### src/rtl/fetch_unit.sv
// -----------------------------------------------------------------------------
// fetch_unit
//
// Instruction fetch stage. It keeps at most one instruction-memory request in
// flight and fills the IF/ID register that feeds decode. A one-entry skid
// register catches a response that arrives while decode is stalled (load-use).
// EX-stage redirects flush IF/ID. A redirect that lands while a request is
// still in flight waits in DRAIN until that response returns, and the response
// is dropped. halt is sticky: any in-flight request finishes, its response is
// discarded, and fetching then stops until reset.
//
// Ports
//   clk         sole clock, rising edge
//   rst_n       asynchronous active-low reset
//   lu          load-use stall from decode; keeps IF/ID unchanged
//   JB          EX redirect (jump, jr, taken branch)
//   new_pc      redirect target; bits [1:0] are ignored
//   halt        stop fetching (sticky)
//   imem_req    instruction memory request (registered)
//   imem_addr   request word address (registered)
//   imem_ack    response strobe; imem_rdata is valid in the same cycle
//   imem_rdata  fetched instruction
//   out_pc      IF/ID: pc of the held instruction
//   out_pc_4    IF/ID: out_pc + 4
//   out_ir      IF/ID: instruction word
//   out_valid   IF/ID holds a live instruction
// -----------------------------------------------------------------------------
module fetch_unit #(
    parameter logic [31:0] RESET_PC = 32'h0000_0000
) (
    input  logic        clk,
    input  logic        rst_n,
    input  logic        lu,
    input  logic        JB,
    input  logic [31:0] new_pc,
    input  logic        halt,
    output logic        imem_req,
    output logic [31:0] imem_addr,
    input  logic        imem_ack,
    input  logic [31:0] imem_rdata,
    output logic [31:0] out_pc,
    output logic [31:0] out_pc_4,
    output logic [31:0] out_ir,
    output logic        out_valid
);

    typedef enum logic [1:0] {
        FETCH = 2'd0,
        HOLD  = 2'd1,
        DRAIN = 2'd2,
        HALT  = 2'd3
    } state_t;

    state_t      state_r;
    state_t      next_state_s;

    logic [31:0] pc_r;
    logic [31:0] req_addr_r;
    logic        imem_req_r;
    logic        halt_r;
    logic [31:0] skid_ir_r;
    logic [31:0] out_pc_r;
    logic [31:0] out_pc_4_r;
    logic [31:0] out_ir_r;
    logic        out_valid_r;

    logic [31:0] next_pc_s;
    logic [31:0] next_req_addr_s;
    logic        next_imem_req_s;
    logic [31:0] next_skid_ir_s;
    logic [31:0] next_out_pc_s;
    logic [31:0] next_out_pc_4_s;
    logic [31:0] next_out_ir_s;
    logic        next_out_valid_s;

    logic        ack_s;
    logic        stop_s;
    logic        slot_free_s;
    logic        pending_s;
    logic [31:0] target_s;
    logic [31:0] req_inc_s;

    // Ack only counts while a request is actually presented; stop folds the
    // live halt input into the sticky flag so halt acts in its own cycle.
    always_comb begin
        ack_s       = imem_ack & imem_req_r;
        stop_s      = halt | halt_r;
        slot_free_s = ~out_valid_r | ~lu;
        pending_s   = imem_req_r & ~(imem_ack & imem_req_r);
        target_s    = new_pc & 32'hFFFF_FFFC;
        req_inc_s   = req_addr_r + 32'd4;
    end

    // Next-state and datapath decisions for the fetch FSM.
    always_comb begin
        next_state_s     = state_r;
        next_pc_s        = pc_r;
        next_req_addr_s  = req_addr_r;
        next_skid_ir_s   = skid_ir_r;
        next_out_pc_s    = out_pc_r;
        next_out_pc_4_s  = out_pc_4_r;
        next_out_ir_s    = out_ir_r;
        next_out_valid_s = out_valid_r;

        case (state_r)
            FETCH: begin
                if (stop_s) begin
                    // Let an in-flight request finish before parking.
                    if (pending_s) begin
                        next_state_s = DRAIN;
                    end else begin
                        next_state_s = HALT;
                    end
                end else if (JB) begin
                    next_out_valid_s = 1'b0;
                    next_pc_s        = target_s;
                    if (pending_s) begin
                        next_state_s = DRAIN;
                    end else begin
                        // Response (if any) this cycle is dropped; go straight to target.
                        next_req_addr_s = target_s;
                    end
                end else if (ack_s) begin
                    if (slot_free_s) begin
                        next_out_ir_s    = imem_rdata;
                        next_out_pc_s    = req_addr_r;
                        next_out_pc_4_s  = req_inc_s;
                        next_out_valid_s = 1'b1;
                        next_pc_s        = req_inc_s;
                        next_req_addr_s  = req_inc_s;
                    end else begin
                        // Decode is stalled: park the word; req_addr keeps its pc.
                        next_skid_ir_s = imem_rdata;
                        next_state_s   = HOLD;
                    end
                end else if (!lu) begin
                    // Decode consumed IF/ID and nothing new arrived: bubble.
                    next_out_valid_s = 1'b0;
                end else begin
                    next_out_valid_s = out_valid_r;
                end
            end

            HOLD: begin
                if (stop_s) begin
                    next_skid_ir_s = 32'd0;
                    next_state_s   = HALT;
                end else if (JB) begin
                    next_skid_ir_s   = 32'd0;
                    next_out_valid_s = 1'b0;
                    next_pc_s        = target_s;
                    next_req_addr_s  = target_s;
                    next_state_s     = FETCH;
                end else if (!lu) begin
                    next_out_ir_s    = skid_ir_r;
                    next_out_pc_s    = req_addr_r;
                    next_out_pc_4_s  = req_inc_s;
                    next_out_valid_s = 1'b1;
                    next_pc_s        = req_inc_s;
                    next_req_addr_s  = req_inc_s;
                    next_state_s     = FETCH;
                end else begin
                    next_state_s = HOLD;
                end
            end

            DRAIN: begin
                if (stop_s) begin
                    if (ack_s) begin
                        next_state_s = HALT;
                    end else begin
                        next_state_s = DRAIN;
                    end
                end else if (JB) begin
                    // Latest redirect wins; the stored target lives in pc_r.
                    next_out_valid_s = 1'b0;
                    next_pc_s        = target_s;
                    if (ack_s) begin
                        next_req_addr_s = target_s;
                        next_state_s    = FETCH;
                    end else begin
                        next_state_s = DRAIN;
                    end
                end else if (ack_s) begin
                    next_req_addr_s = pc_r;
                    next_state_s    = FETCH;
                end else begin
                    next_state_s = DRAIN;
                end
            end

            HALT: begin
                next_state_s = HALT;
            end

            default: begin
                next_state_s = FETCH;
            end
        endcase

        next_imem_req_s = (next_state_s == FETCH) || (next_state_s == DRAIN);
    end

    // FSM state register.
    always_ff @(posedge clk or negedge rst_n) begin
        if (!rst_n) begin
            state_r <= FETCH;
        end else begin
            state_r <= next_state_s;
        end
    end

    // Request, skid and IF/ID registers.
    always_ff @(posedge clk or negedge rst_n) begin
        if (!rst_n) begin
            pc_r        <= RESET_PC;
            req_addr_r  <= RESET_PC;
            imem_req_r  <= 1'b0;
            halt_r      <= 1'b0;
            skid_ir_r   <= 32'd0;
            out_pc_r    <= 32'd0;
            out_pc_4_r  <= 32'd0;
            out_ir_r    <= 32'd0;
            out_valid_r <= 1'b0;
        end else begin
            pc_r        <= next_pc_s;
            req_addr_r  <= next_req_addr_s;
            imem_req_r  <= next_imem_req_s;
            halt_r      <= stop_s;
            skid_ir_r   <= next_skid_ir_s;
            out_pc_r    <= next_out_pc_s;
            out_pc_4_r  <= next_out_pc_4_s;
            out_ir_r    <= next_out_ir_s;
            out_valid_r <= next_out_valid_s;
        end
    end

    assign imem_req  = imem_req_r;
    assign imem_addr = req_addr_r;
    assign out_pc    = out_pc_r;
    assign out_pc_4  = out_pc_4_r;
    assign out_ir    = out_ir_r;
    assign out_valid = out_valid_r;

endmodule

### config.mk
export PLATFORM = sky130hd
export DESIGN_NAME = fetch_unit
export DESIGN_NICKNAME = d
export VERILOG_FILES = /design/src/rtl/fetch_unit.sv
export SDC_FILE = /design/constraint.sdc
export NUM_CORES = 1
export LEC_CHECK = 0
export BUFFER_PORTS_ARGS = -buffer_cell sky130_fd_sc_hd__buf_2
export CORE_UTILIZATION = 55
export DETAILED_ROUTE_END_ITERATION = 8
export PLACE_DENSITY = 0.79
export SLEW_MARGIN = 20
export SYNTH_ARGS = -nofsm -noshare
export SYNTH_HDL_FRONTEND = slang
export SYNTH_SLANG_ARGS = --single-unit
### constraint.sdc
create_clock -name clk -period 2.55 [get_ports clk]
set_input_delay 0.1275 -clock clk [delete_from_list [all_inputs] [get_ports clk]]
set_output_delay 0.1275 -clock clk [all_outputs]
set_load 0.05 [all_outputs]
# After elaboration in Yosys (flattened, before gate mapping)
# Cells that the tools add are included.
[totals]
wordCells = 120
register_bits = 197
input_bits = 70
[classes]
addsub = 1
n_mux = 70
eq_ne = 22
n_bitwise = 7
n_reduce_logical = 10
[ops]
columns = ["cell", "count"]
rows = [
  ["32-bit two-way mux", 40],
  ["32-bit case mux with 2 select lines", 4],
  ["32-bit case mux with 3 select lines", 2],
  ["32-bit by 3-bit adder with 32-bit output, second input constant", 1],
  ["8-bit AND reduction", 3],
  ["2-bit inequality test, second input constant", 11],
  ["2-bit two-way mux", 8],
  ["3-bit inequality test, second input constant", 5],
  ["1-bit two-way mux", 14],
  ["9-bit AND reduction", 1],
  ["4-bit inequality test, second input constant", 2],
  ["2-bit case mux with 4 select lines", 1],
  ["2-bit == test, second input constant", 3],
  ["6-bit AND reduction", 1],
  ["2-bit logical NOT", 2],
  ["1-bit inverter", 3],
  ["1-bit case mux with 3 select lines", 1],
  ["3-bit nonzero test", 1],
  ["1-bit bitwise AND", 2],
  ["2-bit by 1-bit == test with 1-bit output, second input constant", 1],
  ["1-bit OR", 2],
  ["2-bit nonzero test", 1],
  ["1-bit logical OR", 1],
]

# Logic depth before layout (Yosys ltp)
[logic_depth]
ltp_word = 9
ltp_mapped = 11
mapped_depth_nobuf = 7

# Worst setup path before layout
# OpenSTA, ideal clock, no wires.
[synth_timing]
kind = "register to register"
from = "reg req_addr_r[15] (netlist: imem_addr[15])"
to = "reg req_addr_r[25] (netlist: imem_addr[25])"
path_slack_ns = -0.066
n_path_buf = 1
path_stages_with_launch = 7
synth_period_minus_slack_ns = 2.616
arrival_time_ns = 2.533
path_cell_list = "dfrtp_1 > clkbuf_2 > nand4_2 > or4_4 > or4_4 > o31a_1 > o22ai_1"
[synth_via]
elab_chain_len = 6
word_cells_on_any_way = 9
[synth_rtl]
columns = ["element", "line", "text"]
rows = [
  ["start, declared", "58", "logic [31:0] req_addr_r;"],
  ["start signal, assigned", "227", "req_addr_r <= next_req_addr_s;"],
  ["32-bit by 3-bit adder with 32-bit output *", "91", "req_inc_s = req_addr_r + 32'd4;"],
  ["32-bit two-way mux", "124", "if (slot_free_s) begin"],
  ["32-bit two-way mux", "123", "end else if (ack_s) begin"],
  ["32-bit two-way mux", "114", "end else if (JB) begin"],
  ["32-bit two-way mux", "107", "if (stop_s) begin"],
  ["32-bit case mux with 3 select lines *", "105", "case (state_r)"],
]
# Mark *: on every way between the ends. The rest lies on a longest branch, timed or not. The select of a mux whose other input is x is not followed.
# A chain may end at the register's enable or synchronous reset.

# Worst setup path after layout
[layout_timing]
from = "reg req_addr_r[11] (netlist: imem_addr[11])"
to = "reg req_addr_r[25] (netlist: imem_addr[25])"
# Same word-level chain as after synthesis.

==> impl_metrics.sql <==
INSERT INTO impl_metrics (metric_group, metric, value, unit) VALUES
('critical_path', 'rr_worst_depth', '5', ''),
('sta', 'clock.fmax', '434', 'MHz'),
('sta', 'setup-tns-final', '0', 'ns'),
('clock_network', 'numCtsBuffers', '17', ''),
('floorplanning', 'die-area', '17700', 'um2'),
('cells_and_area', 'num-nets-final', '1303', ''),
('placement', 'routabilityCongestion', '0.907', ''),
('pwr', 'vdd_ir_drop_max', '1.06', 'mV'),
('synth', 'ys.flop_type', 'sky130_fd_sc_hd__dfrtp_1', ''),
('clock_network', 'ctsRootBufferMaster', 'sky130_fd_sc_hd__clkbuf_16', ''),
('synth', 'yosys.cell_count.top_type', 'sky130_fd_sc_hd__dfrtp_1', ''),
('cells_and_area', 'areaGrowthSynthToFinish', '25.3', '%'),
('grt', 'grt_pass1_wl', '41700', 'um'),
('synth', 'synth.top_cells.by_area', 'sky130_fd_sc_hd__dfrtp_1, sky130_fd_sc_hd__o21ai_0, sky130_fd_sc_hd__nand2_1', ''),
('sta', 'finalCritPeriodShare', '90.4', '%'),
('cells_and_area', 'final.fill_count', '1266', ''),
('synth', 'syn-num-nets', '1083', ''),
('floorplanning', 'core_region_area', '16700', 'um2'),
('floorplanning', 'die-width', '133', 'um'),
('sta', 'final.setup_skew', '0.0102', 'ns'),
('min_path', 'min_path_cells', '3', ''),
('route', 'detail_route.wirelength', '25600', 'um'),
('synth', 'synth_top_cell_by_area', 'sky130_fd_sc_hd__dfrtp_1', ''),
('critical_path', 'path_cells', 'nand3_2 -> or4_4 -> or4_4 -> o31a_1 -> o22ai_1', ''),
('synth', 'synth_cells', '1008', ''),
('cells_and_area', 'layout.area.seq', '4890', 'um2'),
('route', 'avgRoutedWirePerCell', '17.5', 'um'),
('synth', 'yosysUniqueCellTypes', '66', ''),
('clock_network', 'clk_latency', '0.44', 'ns'),
('synth', 'yosys_warnings', '0', ''),
('sta', 'slew_violations', '0', ''),
('clock_network', 'postCtsSetupRepairBufs', '0', ''),
('grt', 'antenna_found_initial', '1', ''),
('clock_network', 'tritoncts', 'done', ''),
('route', 'drt-initial-drc-count', '872', ''),
('critical_path', 'cp_common_cell', 'sky130_fd_sc_hd__or4_4', ''),
('critical_path', 'worst-r2r-setup-slack', '0.25', 'ns'),
('critical_path', 'setup.worst_path.start', 'imem_addr[11]', ''),
('job', 'drv.max_cap_violation_count', '0', ''),
('synth', 'yosysSeqAreaShare', '51.7', '%'),
('min_path', 'worst_hold_path_type', 'in2reg', ''),
('pwr', 'power_switching_share', '50.6', '%'),
('critical_path', 'path_max_fanout', '8', ''),
('outcome', 'status', 'complete, no violations', ''),
('min_path', 'min_delay_worst_endpoint', 'skid_ir_r[1]', ''),
('route', 'average_vias_per_placed_instance', '5.84', ''),
('pwr', 'power.share.clock', '14.9', '%'),
('clock_network', 'clock_slew_seen_by_the_registers_of_the_worst_setup_and_hold_paths', '0.07', 'ns'),
('cells_and_area', 'multi_input_comb_area', '4170', 'um2'),
('route', 'detail_route.first_pass.iterations', '6', ''),
('sta', 'worst_slew_pin_slew', '0.545', 'ns'),
('pwr', 'static-leakage-power', '5.58', 'nW'),
('floorplanning', 'dieHeight', '133', 'um'),
('critical_path', 'regToRegEndpoint', 'imem_addr[25]', ''),
('pwr', 'power_frac_comb', '54.5', '%'),
('synth', 'synth_largest_type_area_fraction', '51.7', '%'),
('pwr', 'power.sequential.fraction', '30.6', '%'),
('synth', 'synth-edff-count', '0', ''),
('grt', 'largest_net_degree_at_the_start_of_global_routing', '65', ''),
('route', 'route.vias.total', '8544', ''),
('synth', 'ys_top_cells_by_count', 'sky130_fd_sc_hd__dfrtp_1, sky130_fd_sc_hd__nand2_1, sky130_fd_sc_hd__o21ai_0, sky130_fd_sc_hd__clkbuf_1, sky130_fd_sc_hd__a21oi_1', ''),
('placement', 'placement.io_buffers', '197', ''),
('sta', 'relSlewSlack', '63.4', '%'),
('floorplanning', 'rows', '47', ''),
('sta', 'layout_min_cycle_time', '2.30', 'ns'),
('clock_network', 'cts.htree.levels', '4', ''),
('sta', 'rsz_0062_raised_after_global_routing', 'no', ''),
('sta', 'finalSetupViolCount', '0', ''),
('route', 'detail-route-antenna-nets', '0', ''),
('grt', 'globalRouteTotalUtil', '30.0', '%'),
('grt', 'via_count_of_the_first_global_routing_pass', '8136', '');
-- sequential cells by signal (all words and copies together) (netlist names) --
name	cells
skid_ir_r	32
pc_r	32
imem_addr	32
out_ir	32
state_r	2
out_pc	32
out_valid	1
out_pc_4	30
imem_req	1
halt_r	1
-- power groups by stage --
stage / clock, mW / sequential [mW] / combinational (mW)
after floorplan: 0 / 8.45 / 4.09
after global placement: 0 / 5.48 / 9.52
after detailed placement: 0 / 5.56 / 9.72
after CTS: 2.74 / 5.51 / 9.81
after global routing: 2.84 / 5.70 / 10.6
final: 2.70 / 5.54 / 9.85
-- kinds of logic (layout without fill, tap and decap cells) --
logic type / count (synthesis) / count (layout) / share of synthesized area [%]
XOR/XNOR: 27 / 27 / 2.50
AND/OR/NAND/NOR: 330 / 330 / 16.6
multiplexers: 31 / 31 / 3.67
adder cells (fa/ha/maj): 5 / 5 / 0.662
AO/OA/AOI/OAI: 313 / 313 / 20.3
buffers and inverters: 107 / 340 / 4.64
flip-flops: 195 / 195 / 51.7
other: 0 / 1 / 0
-- per-stage QoR --
step	worst slack, ns	hold slack, ns	power, mW	instances	area (um2)
6_report	0.245	0.00202	18.1	1462	11800
5_1_grt	0.00454	0.0121	19.1	1462	11800
4_1_cts	0.165	0.000496	18.1	1461	11800
3_5_place_dp	0.179	0.145	15.3	1397	10900
3_3_place_gp	0.230	0.141	15.0	1397	10900
2_1_floorplan	0.00414	-0.168	12.5	1008	9450
-- layer usage --
metal	up-vias	wire length [um]	global-route usage, %
met3	59	1790	5.02
li1	3986	-	-
met4	0	617	11.9
met5	-	0	0
met2	389	12000	46.1
met1	4110	11200	42.5
-- repair_timing --
item | 4_1_cts | 5_1_grt
resized for setup | 0 | 1
setup endpoints to repair | 0 | 5
endpoints found under the hold margin | 85 | 0
hold buffers | 32 | 0
-- cell usage in the layout, fill, tap and decap left out, types with 20 or more instances in the layout --
cell / synthesis / final
sky130_fd_sc_hd__mux2_2: 29 / 29
sky130_fd_sc_hd__buf_2: 5 / 196
sky130_fd_sc_hd__buf_4: 5 / 48
sky130_fd_sc_hd__nand3_1: 20 / 20
sky130_fd_sc_hd__dfrtp_1: 195 / 190
sky130_fd_sc_hd__a21oi_1: 49 / 49
sky130_fd_sc_hd__a21boi_0: 33 / 33
sky130_fd_sc_hd__nand2b_1: 36 / 36
sky130_fd_sc_hd__o21ai_0: 141 / 141
sky130_fd_sc_hd__xnor2_1: 21 / 21
sky130_fd_sc_hd__inv_1: 23 / 23
sky130_fd_sc_hd__nand2_1: 160 / 160
sky130_fd_sc_hd__dlygate4sd3_1: 0 / 32
sky130_fd_sc_hd__nor2_1: 47 / 46
-- how the worst max path moves through the flow --
stage,endpoint,cells after the start
final,imem_addr[25],5
after CTS,pc_r[10],9
after floorplan,imem_addr[25],5
after global placement,pc_r[10],9
after global routing,pc_r[20],10
after detailed placement,pc_r[7],9
-- cell type report --
| type | instances | share of cell area [%] |
|---|---|---|
| Antenna cell | 1 | 0.0211 |
| Clock buffer | 19 | 3.74 |
| Clock inverter | 13 | 1.27 |
| Inverter | 24 | 0.761 |
| Multi-Input combinational cell | 706 | 35.3 |
| Sequential cell | 195 | 41.3 |
| Tap cell | 220 | 2.33 |
| Timing Repair Buffer | 284 | 15.3 |
-- worst max-delay path: cells and delay by family, from the launching register on --
family | cells | cell delay [ns]
and+or+nand+nor | 3 | 1.34
DFF | 1 | 0.47
AOI/OAI and AO/OA | 2 | 0.43
Note: power is estimated with default switching activity, not from simulation.
